<file path="src/rtl/minmax_pkg.sv">
// Shared types and comparison helpers for the streaming min/max sequencer.
// Helpers work on values zero-extended to MAX_W bits; w gives the live width.
package minmax_pkg;

  typedef enum logic [1:0] {COLLECT, EVAL, OUT} state_t;

  localparam int MAX_W = 32;

  // Padding that can never win against a real element of the same chunk.
  function automatic logic [MAX_W-1:0] neutral_val(input logic us_sel,
                                                   input logic min_max_sel,
                                                   input int   w);
    logic [MAX_W-1:0] ones;
    logic [MAX_W-1:0] msb;
    ones = (MAX_W'(1) << w) - MAX_W'(1);
    msb  = MAX_W'(1) << (w - 1);
    case ({us_sel, min_max_sel})
      2'b00:   return ones;
      2'b01:   return '0;
      2'b10:   return ones >> 1;
      default: return msb;
    endcase
  endfunction

  // Strict comparison; signed operands are biased by flipping the sign bit.
  function automatic logic better(input logic [MAX_W-1:0] a,
                                  input logic [MAX_W-1:0] b,
                                  input logic us_sel,
                                  input logic min_max_sel,
                                  input int   w);
    logic [MAX_W-1:0] msb;
    logic [MAX_W-1:0] ka;
    logic [MAX_W-1:0] kb;
    msb = MAX_W'(1) << (w - 1);
    ka  = us_sel ? (a ^ msb) : a;
    kb  = us_sel ? (b ^ msb) : b;
    return min_max_sel ? (ka > kb) : (ka < kb);
  endfunction

endpackage

</file>
<file path="src/rtl/minmax_stream_ctrl_if.sv">
// Element stream in, one result per vector out, plus per-vector config.
interface minmax_stream_ctrl_if #(
  parameter int W     = 12,
  parameter int GIDXW = 8,
  parameter int CNTW  = 9
);
  logic            cfg_us_sel;
  logic            cfg_min_max_sel;
  logic            s_valid;
  logic            s_ready;
  logic [W-1:0]    s_data;
  logic            s_last;
  logic            m_valid;
  logic            m_ready;
  logic [W-1:0]    m_result;
  logic [GIDXW-1:0] m_index;
  logic [CNTW-1:0] m_count;
  logic            m_trunc;

  modport master (
    output cfg_us_sel, cfg_min_max_sel, s_valid, s_data, s_last, m_ready,
    input  s_ready, m_valid, m_result, m_index, m_count, m_trunc
  );

  modport slave (
    input  cfg_us_sel, cfg_min_max_sel, s_valid, s_data, s_last, m_ready,
    output s_ready, m_valid, m_result, m_index, m_count, m_trunc
  );
endinterface

</file>
<file path="src/rtl/minmax_stream_ctrl_minmax.sv">
// Combinational min/max over NI packed elements; lowest index wins ties.
module minmax
  import minmax_pkg::*;
#(
  parameter int W  = 12,
  parameter int NI = 9
) (
  input  logic [NI*W-1:0]        x,
  input  logic                   us_sel,
  input  logic                   min_max_sel,
  output logic [W-1:0]           result,
  output logic [$clog2(NI)-1:0]  index
);
  localparam int IDXW = $clog2(NI);

  always_comb begin
    result = x[0 +: W];
    index  = '0;
    for (int k = 1; k < NI; k++) begin
      if (better(MAX_W'(x[k*W +: W]), MAX_W'(result), us_sel, min_max_sel, W)) begin
        result = x[k*W +: W];
        index  = IDXW'(k);
      end
    end
  end
endmodule

</file>
<file path="src/rtl/minmax_stream_ctrl.sv">
// Streams a vector through NI-wide chunks of the minmax datapath and returns
// the best value, its position, the element count and a truncation flag.
module minmax_stream_ctrl
  import minmax_pkg::*;
#(
  parameter int W      = 12,
  parameter int NI     = 9,
  parameter int MAXLEN = 256,
  parameter int IDXW   = $clog2(NI),
  parameter int GIDXW  = $clog2(MAXLEN),
  parameter int CNTW   = $clog2(MAXLEN+1)
) (
  input logic                clk,
  input logic                rst,
  minmax_stream_ctrl_if.slave bus
);
  state_t                 state;
  logic [NI-1:0][W-1:0]   chunk_q;
  logic [NI-1:0]          slot_vld;
  logic [IDXW-1:0]        slot;
  logic [CNTW-1:0]        elem_cnt;
  logic [CNTW-1:0]        chunk_base;
  logic                   chunk_seen;
  logic                   last_chunk;
  logic                   trunc_pend;
  logic                   us_q;
  logic                   mm_q;
  logic [W-1:0]           best_val;
  logic [GIDXW-1:0]       best_idx;

  logic                   rdy_q;
  logic                   vld_q;
  logic [W-1:0]           res_q;
  logic [GIDXW-1:0]       idx_q;
  logic [CNTW-1:0]        cnt_q;
  logic                   trunc_q;

  assign bus.s_ready  = rdy_q;
  assign bus.m_valid  = vld_q;
  assign bus.m_result = res_q;
  assign bus.m_index  = idx_q;
  assign bus.m_count  = cnt_q;
  assign bus.m_trunc  = trunc_q;

  logic            acc;
  logic [CNTW-1:0] elem_next;
  logic            hit_max;
  logic            chunk_full;

  assign acc        = bus.s_valid && rdy_q;
  assign elem_next  = elem_cnt + CNTW'(1);
  assign hit_max    = (elem_next == CNTW'(MAXLEN));
  assign chunk_full = (slot == IDXW'(NI-1));

  logic [W-1:0]      neutral;
  logic [NI*W-1:0]   mm_x;
  logic [W-1:0]      mm_res;
  logic [IDXW-1:0]   mm_idx;
  logic [GIDXW-1:0]  mm_gidx;
  logic              take;
  logic [W-1:0]      nb_val;
  logic [GIDXW-1:0]  nb_idx;

  assign neutral = W'(neutral_val(us_q, mm_q, W));

  always_comb begin
    mm_x = '0;
    for (int k = 0; k < NI; k++)
      mm_x[k*W +: W] = slot_vld[k] ? chunk_q[k] : neutral;
  end

  minmax #(.W(W), .NI(NI)) u_minmax (
    .x           (mm_x),
    .us_sel      (us_q),
    .min_max_sel (mm_q),
    .result      (mm_res),
    .index       (mm_idx)
  );

  // Later chunks must be strictly better so the earliest position keeps ties.
  assign mm_gidx = GIDXW'(chunk_base + CNTW'(mm_idx));
  assign take    = !chunk_seen ||
                   better(MAX_W'(mm_res), MAX_W'(best_val), us_q, mm_q, W);
  assign nb_val  = take ? mm_res  : best_val;
  assign nb_idx  = take ? mm_gidx : best_idx;

  always_ff @(posedge clk) begin
    if (acc) chunk_q[slot] <= bus.s_data;
  end

  always_ff @(posedge clk) begin
    if (rst) begin
      state      <= COLLECT;
      rdy_q      <= 1'b1;
      vld_q      <= 1'b0;
      res_q      <= '0;
      idx_q      <= '0;
      cnt_q      <= '0;
      trunc_q    <= 1'b0;
      slot       <= '0;
      slot_vld   <= '0;
      elem_cnt   <= '0;
      chunk_base <= '0;
      chunk_seen <= 1'b0;
      last_chunk <= 1'b0;
      trunc_pend <= 1'b0;
      us_q       <= 1'b0;
      mm_q       <= 1'b0;
      best_val   <= '0;
      best_idx   <= '0;
    end else begin
      case (state)
        COLLECT: if (acc) begin
          slot_vld[slot] <= 1'b1;
          elem_cnt       <= elem_next;
          if (elem_cnt == '0) begin
            us_q <= bus.cfg_us_sel;
            mm_q <= bus.cfg_min_max_sel;
          end
          if (chunk_full || bus.s_last || hit_max) begin
            state      <= EVAL;
            rdy_q      <= 1'b0;
            slot       <= '0;
            last_chunk <= bus.s_last || hit_max;
            trunc_pend <= hit_max && !bus.s_last;
          end else begin
            slot <= slot + IDXW'(1);
          end
        end
        EVAL: begin
          slot_vld <= '0;
          if (last_chunk) begin
            state      <= OUT;
            vld_q      <= 1'b1;
            res_q      <= nb_val;
            idx_q      <= nb_idx;
            cnt_q      <= elem_cnt;
            trunc_q    <= trunc_pend;
            elem_cnt   <= '0;
            chunk_base <= '0;
            chunk_seen <= 1'b0;
          end else begin
            state      <= COLLECT;
            rdy_q      <= 1'b1;
            best_val   <= nb_val;
            best_idx   <= nb_idx;
            chunk_seen <= 1'b1;
            chunk_base <= chunk_base + CNTW'(NI);
          end
        end
        OUT: if (bus.m_ready) begin
          state   <= COLLECT;
          rdy_q   <= 1'b1;
          vld_q   <= 1'b0;
          trunc_q <= 1'b0;
        end
        default: begin
          state <= COLLECT;
          rdy_q <= 1'b1;
        end
      endcase
    end
  end
endmodule

</file>
<file path="src/flat_wrapper.sv">
// flat-port wrapper written by rule: the top's interface ports become plain ports
module minmax_stream_ctrl_flat import minmax_pkg::*;
#(
  parameter int W      = 12,
  parameter int NI     = 9,
  parameter int MAXLEN = 256,
  parameter int IDXW   = $clog2(NI),
  parameter int GIDXW  = $clog2(MAXLEN),
  parameter int CNTW   = $clog2(MAXLEN+1)
)
  (clk, rst, bus_cfg_us_sel, bus_cfg_min_max_sel, bus_s_valid, bus_s_data, bus_s_last, bus_m_ready, bus_s_ready, bus_m_valid, bus_m_result, bus_m_index, bus_m_count, bus_m_trunc);
  minmax_stream_ctrl_if #(.W(W), .GIDXW(GIDXW), .CNTW(CNTW)) bus_i ();
  input logic clk;
  input logic rst;
  input wire logic [$bits(bus_i.cfg_us_sel)-1:0] bus_cfg_us_sel;
  input wire logic [$bits(bus_i.cfg_min_max_sel)-1:0] bus_cfg_min_max_sel;
  input wire logic [$bits(bus_i.s_valid)-1:0] bus_s_valid;
  input wire logic [$bits(bus_i.s_data)-1:0] bus_s_data;
  input wire logic [$bits(bus_i.s_last)-1:0] bus_s_last;
  input wire logic [$bits(bus_i.m_ready)-1:0] bus_m_ready;
  output wire logic [$bits(bus_i.s_ready)-1:0] bus_s_ready;
  output wire logic [$bits(bus_i.m_valid)-1:0] bus_m_valid;
  output wire logic [$bits(bus_i.m_result)-1:0] bus_m_result;
  output wire logic [$bits(bus_i.m_index)-1:0] bus_m_index;
  output wire logic [$bits(bus_i.m_count)-1:0] bus_m_count;
  output wire logic [$bits(bus_i.m_trunc)-1:0] bus_m_trunc;
  assign bus_i.cfg_us_sel = bus_cfg_us_sel;
  assign bus_i.cfg_min_max_sel = bus_cfg_min_max_sel;
  assign bus_i.s_valid = bus_s_valid;
  assign bus_i.s_data = bus_s_data;
  assign bus_i.s_last = bus_s_last;
  assign bus_i.m_ready = bus_m_ready;
  assign bus_s_ready = bus_i.s_ready;
  assign bus_m_valid = bus_i.m_valid;
  assign bus_m_result = bus_i.m_result;
  assign bus_m_index = bus_i.m_index;
  assign bus_m_count = bus_i.m_count;
  assign bus_m_trunc = bus_i.m_trunc;
  minmax_stream_ctrl #(.W(W), .NI(NI), .MAXLEN(MAXLEN), .IDXW(IDXW), .GIDXW(GIDXW), .CNTW(CNTW)) u_core (.clk(clk), .rst(rst), .bus(bus_i));
endmodule
</file>
<file path="config.mk">
export PLATFORM = sky130hd
export DESIGN_NAME = minmax_stream_ctrl_flat
export DESIGN_NICKNAME = d
export VERILOG_FILES = /design/src/rtl/minmax_pkg.sv /design/src/rtl/minmax_stream_ctrl_if.sv /design/src/rtl/minmax_stream_ctrl_minmax.sv /design/src/rtl/minmax_stream_ctrl.sv /design/src/flat_wrapper.sv
export SDC_FILE = /design/constraint.sdc
export NUM_CORES = 1
export LEC_CHECK = 0
export CAP_MARGIN = 20
export CORE_MARGIN = 4
export CORE_UTILIZATION = 25
export CTS_BUF_LIST = sky130_fd_sc_hd__clkbuf_4 sky130_fd_sc_hd__clkbuf_8
export DETAILED_ROUTE_END_ITERATION = 8
export GPL_TIMING_DRIVEN = 0
export PLACE_DENSITY = 0.43
export SLEW_MARGIN = 40
export SYNTH_ARGS = -nofsm -noshare
export SYNTH_HDL_FRONTEND = slang
export SYNTH_SLANG_ARGS = --single-unit
</file>
<file path="constraint.sdc">
create_clock -name clk -period 29.1 [get_ports clk]
set_input_delay 7.275 -clock clk [delete_from_list [all_inputs] [get_ports clk]]
set_output_delay 7.275 -clock clk [all_outputs]
set_load 0.05 [all_outputs]
</file>
# Yosys cells after proc, flatten, opt, wreduce, memory -nomap -nowiden
# Index checks and enable logic that the tools add are counted.
# Widths: inputs -> output; s select.
[word_totals]
in_bits = 19
register_bits = 198
output_inout_bits = 32
wordCells = 189
[classes]
n_addsub = 4
mux = 83
n_reduce_logical = 24
n_eq_ne = 11
n_lt_le_gt_ge = 20
bitwise = 20
[op_table]
columns = ["operator", "count"]
rows = [
  ["$mux 12", 37],
  ["$bwmux 108", 1],
  ["$gt 12x12->1", 8],
  ["$lt 12x12->1", 8],
  ["$demux 12 s4", 1],
  ["$mux 9", 4],
  ["$pmux 12 s3", 1],
  ["$pmux 9 s2", 2],
  ["$gt 32x32->1", 1],
  ["$lt 32x32->1", 1],
  ["$mux 4", 8],
  ["$mux 1", 19],
  ["$not 1->1", 19],
  ["$reduce_and 3->1", 5],
  ["$add 9x1->9 const B", 1],
  ["$add 9x4->9 const B", 1],
  ["$eq 9x9->1 const B", 1],
  ["$logic_not 9->1", 1],
  ["$or 9x9->9", 1],
  ["$add 8x4->8", 1],
  ["$mux 2", 4],
  ["$mux 8", 1],
  ["$reduce_and 2->1", 4],
  ["$ne 2x1->1 const B", 3],
  ["17 further kinds", 29],
]

# Depth between registers and ports, before layout
[depth]
word_depth = 49
ltp_mapped = 136
ltp_nobuf = 123

# Cells and area by module
# Synthesis repeated with hierarchy kept, for this count alone.
[hier_totals]
cells_unflattened = 1534
hier_area_um2 = 13529.2
[modules_own_cells]
columns = ["module", "area_per_inst_um2", "cells_each", "seq_area_each_um2", "n_inst"]
rows = [
  ["minmax_stream_ctrl", 8993.6, 917, 5024.8, 1],
  ["minmax", 4535.6, 617, 0.0, 1],
]

# Worst setup path after synthesis
# No wires, ideal clock.
[synth_path]
path_type = "flip-flop to flip-flop"
start = "register u_core.mm_q"
end = "register u_core.best_val[0]"
setup_slack_ns = 5.977
setup_ns = 0.076
period_less_slack_ns = 23.123
t_required_ns = 29.024
n_path_buf = 18
stages_incl_launch_ff = 128
arrival_time_ns = 23.048
path_cell_list = "dfxtp_1 > buf_2 > buf_1 > buf_1 > clkbuf_1 > buf_1 > a21oi_1 > ha_1 > nand4_1 > a311oi_2 > nand3_2 > o211a_4 > o21ai_1 > clkbuf_1 > mux2_2 > ha_1 > nand3_1 > nor2_1 > [... 92 more ...] > ha_1 > nor2b_1 > o21a_1 > o21ai_0 > nand2b_1 > a21oi_1 > nor2b_1 > o21ai_0 > nand2b_1 > a21oi_1 > o21ai_0 > mux2i_1 > nand2_1 > and2_1 > clkbuf_1 > clkbuf_1 > nand2_1 > o22ai_1"
[synth_via]
elab_chain_len = 49
elab_cells_between_ends = 84
cone_classes = "18 x order compare; 2 x eq/ne; 45 x mux; 17 x bitwise; 2 x reduce/logical"
[synth_rtl]
columns = ["element", "line", "source"]
rows = [
  ["start, declared", "minmax_stream_ctrl.sv:27", "logic mm_q;"],
  ["start signal, assigned", "minmax_stream_ctrl.sv:118", "mm_q <= bus.cfg_min_max_sel;"],
  ["$eq 2x2->1, or another cell as far along", "minmax_pkg.sv:17", "case ({us_sel, min_max_sel})"],
  ["$pmux 12 s3", "minmax_pkg.sv:17", ""],
  ["$mux 12", "minmax_stream_ctrl.sv:69", "mm_x[k*W +: W] = slot_vld[k] ? chunk_q[k] : neutral;"],
  ["$not 1->1 (no line)", "-", ""],
  ["$mux 12 (on tied branches)", "minmax_pkg.sv:35, minmax_pkg.sv:36", ""],
  ["$lt 12x12->1 or $gt 12x12->1 (tied branches)", "minmax_pkg.sv:37", "return min_max_sel ? (ka > kb) : (ka < kb);"],
  ["$mux 1", "minmax_pkg.sv:37", ""],
  ["$mux 12", "minmax_stream_ctrl_minmax.sv:20", "if (better(MAX_W'(x[k*W +: W]), MAX_W'(result), us_sel, min_max_sel, W)) begin"],
  ["[... 33 more ...]", "-", ""],
  ["$mux 1", "minmax_pkg.sv:37", ""],
  ["$mux 12", "minmax_stream_ctrl_minmax.sv:20", ""],
  ["$not 1->1 (no line)", "-", ""],
  ["$mux 12", "minmax_pkg.sv:35", "ka = us_sel ? (a ^ msb) : a;"],
  ["$lt 32x32->1 or $gt 32x32->1 (tied branches)", "minmax_pkg.sv:37", ""],
  ["$mux 1", "minmax_pkg.sv:37", ""],
  ["$logic_or 1x1->1", "minmax_stream_ctrl.sv:82", "assign take = !chunk_seen ||"],
  ["$mux 12 (*)", "minmax_stream_ctrl.sv:84", "assign nb_val = take ? mm_res : best_val;"],
  ["end signal, assigned", "minmax_stream_ctrl.sv:145", "best_val <= nb_val;"],
  ["end, declared", "minmax_stream_ctrl.sv:28", "logic [W-1:0] best_val;"],
]
# Every way passes the cells marked *; elsewhere a longest branch is shown, timed or not.
# A chain may end at the register's enable or synchronous reset.

# Worst setup path after layout
# Ends and elaborated chain as after synthesis.

==> summary.txt <==
Logic synthesis
  – Post-synthesis adder-cell area fraction: approximately 11%
  – Largest family of logic cells by synthesized area: compound AO/OA/AOI/OAI gates
  – Post-Syn Nets: 1580
  – Top cells by area, synth: edfxtp_1 (25%), dfxtp_1 (14%), ha_1 (11%)
  – Post-Syn Area: 12900 sq um
  – Mean Syn Cell Area: between 8 and 9 sq um
  – Synth top area share: 25.2%
  – Xor/xnor share of the synthesized area: 2.99%
  – Post-synth top area cell: edfxtp_1
  – Synth Area in Simple Gates: ~16%
  – Synth Area in Compound Gates: 22.1%
  – Sequential share of the synthesized area: 39.0%
  – Synth warn: 0
  – Ys flop type: edfxtp_1
  – EDFF count, synth: 108
  – Post-synthesis mux area share: 4.22%
  – Mapped Cells: 1448
  – Cell variety after synth: between 70 and 80
  – Ys async rst share: 0%
  – Seq cells post-synth: 197

Floorplanning
  – Chip Height: around 230 um
  – CORE AREA: about 50000 sq um
  – Io pins: 51
  – Die X: approximately 230 um
  – Initial core utilization: between 20% and 30%
  – Die Area: 55200 sq um
  – Site Rows: 82

Clock tree
  – Skew-Pair Late Insertion Delay: about 0.52 ns
  – Clk buf depth: 2
  – CTS tree: yes
  – Clk sinks: 197
  – CTS root buf: clkbuf_8
  – Worst-path clk slew: ~0.12 ns
  – CTS Buf Count: 17
  – CTS Hold Bufs: 0
  – CTS H-Tree Depth: 4

Hold path
  – Hold path depth: 2
  – Hold EP: u_core.best_idx[4]
  – Hold Crit Class: register to register
  – Critical hold path startpoint: u_core.best_idx[4]

Final layout
  – Cell area after layout: 14700 sq um
  – Final Instance Count excl. Fillers: ~2200
  – Layout area overhead: 14.2%
  – N_diodes: 0
  – Net count reported at finish: about 1700
  – Layout cells sized above 1: between 7 and 8%
  – Fillers: between 5000 and 6000

STA
  – Setup-failing EPs final: 0
  – Max-slew violations: 0
  – Slew headroom: between 30 and 40%
  – Peak Freq: 37.1 MHz
  – Final min period: between 20 and 30 ns
  – Final hold violation count: 0
  – Period Utilization, post-route: ~93%
  – Worst slew pin tran: between 0.9 and 1 ns
  – Final WS setup: ~2.1 ns
  – RSZ-0062 raised after global routing: no
  – Clock skew: 0.0276 ns
  – TNS Setup: 0 ns

Worst setup path
  – CP peak stage delay: ~0.48 ns
  – Worst Reg-to-Reg Cells: roughly 130
  – CP Launch Type: register
  – Most frequent CP cell: a21oi_1
  – Slowest cell on the critical path: dfxtp_1
  – R2r setup slk: about 2.1 ns
  – CP arrival: around 27 ns
  – Crit Path Class: register to register
  – Reg2Reg Capture Point: u_core.best_val[0]
  – Required time worst endpoint: 29.54 ns
  – Reg-to-reg startpoint: u_core.mm_q
  – Crit Path Max Fanout: 10
  – CP endpoint kind: register

Detailed routing
  – WL final: 43.3 mm
  – Residual DRC: 0
  – Starting DRT DRC Count: about 920
  – Via count: ~11000
  – DR vias/cell: 4.99
  – Routed len/inst: about 20 um
  – 1st-pass router iterations: 5
  – Antenna Nets Post-Route: 0

Place
  – Area after DPL: around 14000 sq um
  – Port Buffers: 50
  – Dpl hpwl: approximately 32 mm
  – GP Congestion: ~0.85
  – Setup WS pre-CTS: -0.749 ns
  – Number of cells after detailed placement: roughly 2200

GRT
  – Initial antenna violation count: 1
  – Vias in the first global route: between 10000 and 15000
  – First-pass GRT wire length: around 66 mm
  – Total track usage: between 10% and 20%
  – Remaining Overflow, GRT: 0
  – Largest net degree at the start of global routing: 20

Run status
  – Status: completed

Flow run
  – Max Cap Viol: 0
==> worst max-delay path, delay by kind of cell (launching register included) <==
family	cells	cell delay [ns]
XOR/XNOR	2	0.29
buffers and inverters	19	5.54
AO/OA/AOI/OAI	51	10.06
multiplexers	7	2.04
flip-flops	1	0.48
AND/OR/NAND/NOR	40	5.54
adder cells (fa/ha/maj)	9	2.82
==> timing repair <==
item                                    4_1_cts  5_1_grt
setup buffers                                 0        2
endpoints found under the setup margin       40       40
gates resized for setup                       4       23
==> flip-flops by register name, summed over array words and instances, names as in the netlist, 2 cells and up <==
| name | flops |
|---|---|
| u_core.bus.m_count | 9 |
| u_core.slot | 4 |
| u_core.best_idx | 8 |
| u_core.state | 2 |
| u_core.best_val | 12 |
| u_core.chunk_base | 8 |
| u_core.slot_vld | 9 |
| u_core.elem_cnt | 9 |
| u_core.bus.m_result | 12 |
| u_core.bus.m_index | 8 |
| u_core.chunk_q | 108 |
==> layer usage <==
layer  up-vias  routed length (um)  track usage, %
met5         -                   0               0
met4         0                 992            4.19
met3        42                1780            2.61
met2       248               19100            23.8
met1      5296               21400            21.9
li1       5416                   -               -
==> cells in the mapped netlist, types with 16 or more instances <==
cell / count
o21ai_0: 75
nand2b_1: 23
nand4_1: 17
and2_1: 16
inv_1: 76
nor3_1: 23
nor2b_1: 22
o21a_1: 19
nand3_1: 27
dfxtp_1: 89
a21o_1: 58
edfxtp_1: 108
a31oi_1: 25
mux2i_1: 28
nand2_1: 132
ha_1: 112
nor2_1: 123
a211oi_1: 18
clkbuf_1: 62
a21oi_1: 178
mux2_2: 22
xnor2_1: 31
==> how the worst max path moves through the flow <==
stage / startpoint / to / slack (ns)
final: u_core.mm_q / u_core.best_val[0] / 2.12
after floorplan: u_core.mm_q / u_core.best_val[0] / 5.98
after CTS: u_core.mm_q / u_core.best_val[8] / 0.14
after global placement: u_core.mm_q / u_core.best_val[4] / -0.91
after detailed placement: u_core.mm_q / u_core.best_val[8] / -0.75
after global routing: u_core.mm_q / u_core.best_idx[1] / 0.13
==> logic make-up (layout without fill, tap and decap cells) <==
group / count (synthesis) / in the layout
AOI/OAI and AO/OA: 455 / 455
xor gates and xnor gates: 44 / 44
adders and majority gates: 113 / 113
buffers and inverters: 154 / 238
DFF: 197 / 197
muxes: 51 / 51
and+or+nand+nor: 434 / 434
==> per-stage QoR <==
step	utilization, %	hold WS (ns)
floorplan	-	0.436
global placement	28.2	0.443
detailed placement	28.2	0.447
CTS	29.0	0.464
global route	29.1	0.484
finish	29.1	0.465
==> cell usage in the layout, fill, tap and decap left out, types with 50 or more instances in the layout <==
master           netlist  layout
a21o_1                58      58
nor2_1               123     122
nand2_1              132     131
o21ai_0               75      75
clkbuf_1              62      54
ha_1                 112     112
dfxtp_1               89      89
clkdlybuf4s50_1        0      50
a21oi_1              178     176
edfxtp_1             108     108
inv_1                 76      76
==> final cells by class <==
type                       instances  area, sq um  area share, %
inverter                          76          285           1.94
clock inverter                    14          164           1.11
timing repair buffer              52          515           3.51
clock buffer                      18          248           1.69
sequential                       197         5020           34.2
multi-input combinational       1097         7290           49.6
buffer                            78          334           2.27
tap                              672          841           5.72
Power is left out: the tool's default activity adds up to more than one toggle a clock period on the data nets, which glitch-free logic cannot reach.
